[src/rtl/fp_add_arbiter.sv]
// Two-requester round-robin front end for a shared fixed-latency FP32 adder.
// One operation in flight at a time. The sum is returned with the requester ID
// over a valid/ready response channel.
module fp_add_arbiter #(
    parameter int unsigned LAT = 3
) (
    input  logic        clk,
    input  logic        rst_n,
    input  logic        req0_valid,
    output logic        req0_ready,
    input  logic [31:0] req0_a,
    input  logic [31:0] req0_b,
    input  logic        req0_sub,
    input  logic        req1_valid,
    output logic        req1_ready,
    input  logic [31:0] req1_a,
    input  logic [31:0] req1_b,
    input  logic        req1_sub,
    output logic        fa_start,
    output logic [31:0] fa_a,
    output logic [31:0] fa_b,
    output logic        fa_eop,
    input  logic [31:0] fa_sum,
    output logic        rsp_valid,
    input  logic        rsp_ready,
    output logic [31:0] rsp_data,
    output logic        rsp_id,
    output logic        busy
);
    typedef enum logic [1:0] {StIdle, StIssue, StWait, StResp} state_e;

    state_e      state_q, state_d;
    logic [3:0]  cnt_q, cnt_d;
    logic        last_id_q, last_id_d;
    logic [31:0] fa_a_q, fa_a_d, fa_b_q, fa_b_d;
    logic        fa_eop_q, fa_eop_d;
    logic [31:0] rsp_data_q, rsp_data_d;
    logic        rsp_id_q, rsp_id_d;
    logic        grant0, grant1;
    logic [31:0] sel_a, sel_b;
    logic        sel_sub, sel_bsign;

    // Grant only from IDLE; on a tie the requester that did not win last time wins.
    always_comb begin
        grant0 = 1'b0;
        grant1 = 1'b0;
        if (state_q == StIdle) begin
            if (req0_valid && req1_valid) begin
                grant0 = last_id_q;
                grant1 = ~last_id_q;
            end else begin
                grant0 = req0_valid;
                grant1 = req1_valid;
            end
        end
    end

    assign sel_a     = grant1 ? req1_a : req0_a;
    assign sel_b     = grant1 ? req1_b : req0_b;
    assign sel_sub   = grant1 ? req1_sub : req0_sub;
    assign sel_bsign = sel_b[31] ^ sel_sub;

    always_comb begin
        state_d    = state_q;
        cnt_d      = cnt_q;
        last_id_d  = last_id_q;
        fa_a_d     = fa_a_q;
        fa_b_d     = fa_b_q;
        fa_eop_d   = fa_eop_q;
        rsp_data_d = rsp_data_q;
        rsp_id_d   = rsp_id_q;
        unique case (state_q)
            StIdle: begin
                if (grant0 || grant1) begin
                    state_d   = StIssue;
                    last_id_d = grant1;
                    rsp_id_d  = grant1;
                    fa_a_d    = sel_a;
                    fa_b_d    = {sel_bsign, sel_b[30:0]};
                    fa_eop_d  = sel_a[31] ^ sel_bsign;
                end
            end
            StIssue: begin
                state_d = StWait;
                cnt_d   = 4'(LAT);
            end
            StWait: begin
                cnt_d = cnt_q - 4'd1;
                if (cnt_q == 4'd1) begin
                    rsp_data_d = fa_sum;
                    state_d    = StResp;
                end
            end
            StResp: begin
                if (rsp_ready) begin
                    state_d = StIdle;
                end
            end
            default: state_d = StIdle;
        endcase
    end

    always_ff @(posedge clk) begin
        if (!rst_n) begin
            state_q    <= StIdle;
            cnt_q      <= 4'd0;
            last_id_q  <= 1'b1;
            fa_a_q     <= 32'd0;
            fa_b_q     <= 32'd0;
            fa_eop_q   <= 1'b0;
            rsp_data_q <= 32'd0;
            rsp_id_q   <= 1'b0;
        end else begin
            state_q    <= state_d;
            cnt_q      <= cnt_d;
            last_id_q  <= last_id_d;
            fa_a_q     <= fa_a_d;
            fa_b_q     <= fa_b_d;
            fa_eop_q   <= fa_eop_d;
            rsp_data_q <= rsp_data_d;
            rsp_id_q   <= rsp_id_d;
        end
    end

    assign req0_ready = grant0;
    assign req1_ready = grant1;
    assign fa_start   = (state_q == StIssue);
    assign fa_a       = fa_a_q;
    assign fa_b       = fa_b_q;
    assign fa_eop     = fa_eop_q;
    assign rsp_valid  = (state_q == StResp);
    assign rsp_data   = rsp_data_q;
    assign rsp_id     = rsp_id_q;
    assign busy       = (state_q != StIdle);

endmodule

[config.mk]
export PLATFORM = sky130hd
export DESIGN_NAME = fp_add_arbiter
export DESIGN_NICKNAME = d
export VERILOG_FILES = /design/src/rtl/fp_add_arbiter.sv
export SDC_FILE = /design/constraint.sdc
export NUM_CORES = 1
export LEC_CHECK = 0
export ABC_AREA = 1
export CAP_MARGIN = 20
export CORE_MARGIN = 10
export CORE_UTILIZATION = 38
export DETAILED_ROUTE_END_ITERATION = 16
export GPL_ROUTABILITY_DRIVEN = 1
export PLACE_DENSITY_LB_ADDON = 0.2
export SYNTH_ARGS = -nofsm -noshare
export SYNTH_HDL_FRONTEND = slang
export SYNTH_SLANG_ARGS = --single-unit
[constraint.sdc]
create_clock -name clk -period 1.85 [get_ports clk]
set_input_delay 0.37 -clock clk [delete_from_list [all_inputs] [get_ports clk]]
set_output_delay 0.37 -clock clk [all_outputs]
set_load 0.005 [all_outputs]
==> reports/metrics.yaml, run 1 <==
cts-buffers-inserted: 9
path_class: "reg -> out"
synth_xor_area_share_pct: 0
vdd_drop_max_v: 0.000629
postCtsSetupBuffers: 0
skew_ns: 0.00724
status: "completed"
post_cts_resized: 11
ys_async_sr_fraction_pct: 0
synth_area_per_cell_um2: 7.31
internal_power_mw: 6.18
synth_commonest_cells: "nand2_1, inv_1, dfxtp_1"
cts_tree: "built"
wl_per_cell_um: 16.1
synthDominantCellAreaShare_pct: 44.5
drv_slew: 0
drv_cap: 0
required_ns: 1.48
dpl_cell_area_um2: 7660
path_clk_slew_ns: 0.08
grt.total_usage_pct: 19.3
synth-seq-cells: 105
pwr-share-comb_pct: 46.5
clkLatencyLatePin_ns: 0.34
fp.dieH_um: 131
powerDensity_nw_per_um2: 1190
die_area_um2: 17300
worst-slew-pin-transition_ns: 0.429
hold_ws_ns: 0.443
clk_path_buf_depth: 2
critPathCaptureType: "primary output"
fp.coreArea_um2: 12100
power.share.clock_pct: 19.3
antenna_found_initial: 0
finalSetupViolCount: 0
drc_errors: 0
syn_inst: 646
rsz0062_at_grt: "false"
setup_tns_ns: 0
routed_wl_mm: 17.4
fmax_ghz: 0.575
synth_top_family_by_area: "simple AND/OR/NAND/NOR gates"
synth_edf_count: 0
grt-ovfl-total: 0
cp-start-kind: "register"
final_core_util_pct: 65.7
min_period_over_period_pct: 94.1
num_rows: 40
synth_compound_gate_area_share_pct: 18.2
synth_fa_ha_area_share_pct: 1.86
switching_share_pct: 34.8
gp_congestion: 0.835
io_buffers: 269
drive_gt1_share_pct: 5.91
fin_crit_ns: 1.74
final.setup.worst_slack_ns: 0.110
ant_nets: 0
fp.dieW_um: 131
maxSlewHeadroom_pct: 71.4
viasPerCell: 4.80
grt_pass1_wl_mm: 27.8
grt_start_max_net_pins: 102
io_pins: 270
drt_iter0_drc: 211
dp_hpwl_mm: 13.5
ys.flop_type: "dfxtp_1"
seq_area_frac_synth_pct: 44.5
netlist_area_um2: 4720
synth_top_area_cell: "dfxtp_1"
synth.yosys.warnings: 0
synth_simple_gate_area_share_pct: 20.8
worstPathArrival_ns: 1.37
vias: 5191
synth_area_leaders: "dfxtp_1, nand2_1, o211ai_1"
dr.pass1.iters: 4
start_util_pct: 39.0
post-synth-top-count-cell: "nand2_1"
areaGrowthSynthToFinish_pct: 68.5
worst_hold_path_type: "reg -> reg"
n_antenna_cell: 0
clock-sinks: 105
hold_viol: 0
p_leak_nw: 3.55
cts-root-buf: "clkbuf_16"
ys_types: 19
p_sw_mw: 3.29
muxShareOfSynthArea_pct: 0
path_max_fanout: 4
layout.nets: 1082
place_ws_ns: -0.106
pwr-share-seq_pct: 34.2
syn-num-nets: 820
first_global_vias: 5140
stdcell_area_um2: 7960
cts-hold-fix-buffers: 0
htree_levels: 3
-- area by class of cell --
cell class,count,area [um2]
fill,1080,4160
timing repair buffer,295,2960
sequential,105,2100
multi-input combinational,381,1960
inverter,116,435
clock buffer,9,225
tap,168,210
clock inverter,7,60.1
-- metal layers --
| metal | GRT usage (%) | up-vias | share of wire [%] |
|---|---|---|---|
| met1 | 22.3 | 2380 | 42 |
| met5 | 0 | - | 0 |
| met3 | 5.79 | 17 | 7.3 |
| met4 | 5.01 | 0 | 1.3 |
| li1 | - | 2602 | - |
| met2 | 33.9 | 192 | 49 |
-- path summary, 6_finish.rpt --
check / endpoint / slack [ns] / from / depth (start not counted)
hold / removal: rsp_data[14] / 0.44 / rsp_data[14] / 2
setup reg to reg: fa_a[3] / 0.18 / state_q[0] / 10
hold reg to reg: rsp_data[14] / 0.44 / rsp_data[14] / 2
setup / recovery: req1_ready / 0.11 / state_q[0] / 5
-- per-stage QoR --
stage / power, mW / cells
4_1_cts: 9.59 / 1081
3_5_place_dp: 7.72 / 1065
6_report: 9.47 / 1081
5_1_grt: 10.1 / 1081
3_3_place_gp: 7.57 / 1065
2_1_floorplan: 5.31 / 646
-- power by group through the flow --
stage,combinational [mW],clock (mW),sequential (mW)
after floorplan,2.01,0,3.30
after global placement,4.33,0,3.24
after detailed placement,4.44,0,3.28
after CTS,4.46,1.88,3.24
after global routing,4.86,1.97,3.31
final,4.40,1.83,3.24
-- kinds of logic after synthesis --
| kind of cell | count (synthesis) |
|---|---|
| AOI/OAI and AO/OA | 140 |
| adders and majority gates | 7 |
| buffers and inverters | 160 |
| and+or+nand+nor | 234 |
| DFF | 105 |
-- critical path, cell delays in order, from the launching register on --
cell and delay [ns]:
dfxtp_2 0.33, inv_2 0.09, ha_4 0.17, nand2_2 0.08
nor2_4 0.11, dlygate4sd2_1 0.24
-- state kept, by name, indices dropped and copies added, names as in the netlist --
name       count
rsp_id         1
last_id_q      1
cnt_q          4
fa_a          32
rsp_data      32
state_q        2
fa_b          32
fa_eop         1
-- cell usage in the layout, fill, tap and decap left out --
| cell type | synthesis | layout |
|---|---|---|
| nand2_2 | 2 | 2 |
| nand3_1 | 67 | 66 |
| nor2_4 | 1 | 1 |
| inv_1 | 115 | 113 |
| a21oi_1 | 39 | 39 |
| ha_1 | 7 | 6 |
| nor2_1 | 7 | 7 |
| clkdlybuf4s50_1 | 0 | 263 |
| nand3_2 | 0 | 1 |
| dfxtp_1 | 105 | 103 |
| o211ai_1 | 63 | 63 |
| nor3_1 | 3 | 3 |
| and3_1 | 2 | 2 |
| clkinv_4 | 0 | 2 |
| buf_2 | 12 | 1 |
| buf_12 | 0 | 7 |
| nand2_4 | 0 | 1 |
| buf_4 | 11 | 19 |
| inv_8 | 0 | 1 |
| inv_6 | 0 | 3 |
| o21ai_0 | 37 | 37 |
| inv_2 | 1 | 3 |
| o21bai_1 | 1 | 1 |
| clkinv_2 | 0 | 1 |
| ha_4 | 0 | 1 |
| dlygate4sd2_1 | 0 | 5 |
| clkbuf_16 | 0 | 9 |
| dfxtp_2 | 0 | 2 |
| nand2_1 | 152 | 151 |
Power figures use the tool's default switching activity.
==> run 2, diff against run 1 <==
--- a/config.mk
+++ b/config.mk
@@ -11,6 +11,7 @@
 export CORE_UTILIZATION = 38
 export DETAILED_ROUTE_END_ITERATION = 16
 export GPL_ROUTABILITY_DRIVEN = 1
+export MAX_ROUTING_LAYER = met4
 export PLACE_DENSITY_LB_ADDON = 0.2
 export SYNTH_ARGS = -nofsm -noshare
 export SYNTH_HDL_FRONTEND = slang
==> run 2 against run 1 <==
Effect of this change:
- clock skew rose by 0.00061 ns
- via count fell by 0.13%
- maximum frequency barely moved
- first-iteration DRC count rose by 5.2%
- global-route usage rose by 0.55 points
- power fell by 0.11%
- sequential power barely moved
- die area did not move
==> reports/metrics.yaml, run 2 (same netlist as run 1, synthesis figures left out) <==
vdd_drop_max_v: 0.000627  # -0.26%
path_class: "reg -> out"
ant_nets: 0  # unchanged
path_clk_slew_ns: 0.08  # about the same
routed_wl_mm: 17.3  # -0.34%
antenna_found_initial: 0  # unchanged
worstPathArrival_ns: 1.37  # about the same
clk_path_buf_depth: 2  # unchanged
required_ns: 1.48  # about the same
die_area_um2: 17300  # unchanged
areaGrowthSynthToFinish_pct: 68.5  # unchanged
fmax_ghz: 0.574  # about the same
wl_per_cell_um: 16.0  # -0.34%
hold_ws_ns: 0.442  # -0.000622 ns
cp-start-kind: "register"
num-fill-cells: 1080  # unchanged
final_cell_mix: "clkdlybuf4s50_1, nand2_1, inv_1"
drt_iter0_drc: 222  # +5.2%
ff_latch_area_um2: 2100  # unchanged
gp_congestion: 0.848  # +1.5%
fp.coreArea_um2: 12100  # unchanged
vias: 5184  # -0.13%
io_pins: 270  # unchanged
skew_ns: 0.00786  # +0.000614 ns
grt_start_max_net_pins: 102  # unchanged
dpl_cell_area_um2: 7660  # unchanged
grt.total_usage_pct: 19.9  # +0.55 points
rsz0062_at_grt: "false"
io_buffers: 269  # unchanged
dp_hpwl_mm: 13.5  # unchanged
maxSlewHeadroom_pct: 71.2  # -0.18 points
clock-sinks: 105  # unchanged
final_common_cell: "clkdlybuf4s50_1"
worst-slew-pin-transition_ns: 0.431  # +0.00264 ns
multiInputGateArea_um2: 1960  # unchanged
num_rows: 40  # unchanged
setup_tns_ns: 0  # unchanged
htree_levels: 3  # unchanged
fp.dieW_um: 131  # unchanged
drv_slew: 0  # unchanged
min_period_over_period_pct: 94.2  # about the same
drv_cap: 0  # unchanged
status: "completed"
fin_crit_ns: 1.74  # +0.00172 ns
grt-ovfl-total: 0  # unchanged
first_global_vias: 5156  # +0.31%
finalSetupViolCount: 0  # unchanged
path_max_fanout: 4  # unchanged
postCtsSetupBuffers: 0  # unchanged
n_antenna_cell: 0  # unchanged
layout.nets: 1082  # unchanged
grt_pass1_wl_mm: 27.7  # -0.40%
drive_gt1_share_pct: 5.91  # unchanged
hold_viol: 0  # unchanged
worst_hold_path_type: "reg -> reg"
cts-root-buf: "clkbuf_16"
powerDensity_nw_per_um2: 1190  # -0.11%
viasPerCell: 4.80  # -0.13%
clkLatencyLatePin_ns: 0.35  # about the same
critPathCaptureType: "primary output"
cts-buffers-inserted: 9  # unchanged
drc_errors: 0  # unchanged
p_leak_nw: 3.55  # unchanged
rrSetupSlack_ns: 0.18  # about the same
stdcell_area_um2: 7960  # unchanged
cts_tree: "built"
fp.dieH_um: 131  # unchanged
start_util_pct: 39.0  # unchanged
dr.pass1.iters: 4  # unchanged
-- run 2: final timing paths --
path,start,end,cells after the start
max,state_q[0],req1_ready,5
min,rsp_data[14],rsp_data[14],2
max reg2reg,state_q[0],fa_a[3],10
min reg2reg,rsp_data[14],rsp_data[14],2
-- run 2: worst max-delay path, stage by stage, from the launching register on --
cell and delay (ns):
dfxtp_2 0.33, inv_2 0.09, ha_4 0.17, nand2_2 0.08, nor2_4 0.11, dlygate4sd2_1 0.24
-- run 2: area by class of cell --
class	count	share of cell area, %
Clock buffer	9	2.83
Inverter	116	5.47
Clock inverter	7	0.755
Timing Repair Buffer	295	37.3
Tap cell	168	2.64
Multi-Input combinational cell	381	24.6
Sequential cell	105	26.5
-- run 2: power by group --
part	switching [mW]	total [mW]	leakage, nW	internal [mW]
sequential	0.337	3.24	0.865	2.90
clock	0.888	1.83	0.143	0.940
combinational	2.06	4.39	2.54	2.34
total	3.28	9.46	3.55	6.18
-- run 2: per-layer routing --
metal,GRT usage (%),part of all wire (%)
met3,5.18,7.3
met1,22.6,42
met5,-,0
met2,33.9,50
met4,5.01,1.3
-- run 2: per-stage QoR --
stage / total power, mW / std cells / util [%] / worst slack (ns)
2_1_floorplan: 5.31 / 646 / - / 0.361
3_3_place_gp: 7.57 / 1065 / 63.3 / -0.0968
3_5_place_dp: 7.72 / 1065 / 63.3 / -0.106
4_1_cts: 9.59 / 1081 / 65.7 / 0.0840
5_1_grt: 10.1 / 1081 / 65.7 / 0.0177
6_report: 9.46 / 1081 / 65.7 / 0.108
-- run 2: repair_timing --
item	in CTS	in global routing
hold buffers	0	0
endpoints found under the hold margin	0	0
resized for setup	11	0
setup endpoints to repair	5	0
==> run 3, diff against run 2 <==
--- a/config.mk
+++ b/config.mk
@@ -16,3 +16,4 @@
 export SYNTH_ARGS = -nofsm -noshare
 export SYNTH_HDL_FRONTEND = slang
 export SYNTH_SLANG_ARGS = --single-unit
+export TNS_END_PERCENT = 50
==> results of run 3 <==
The final DEF is identical to that of run 2; final timing and power are the same.
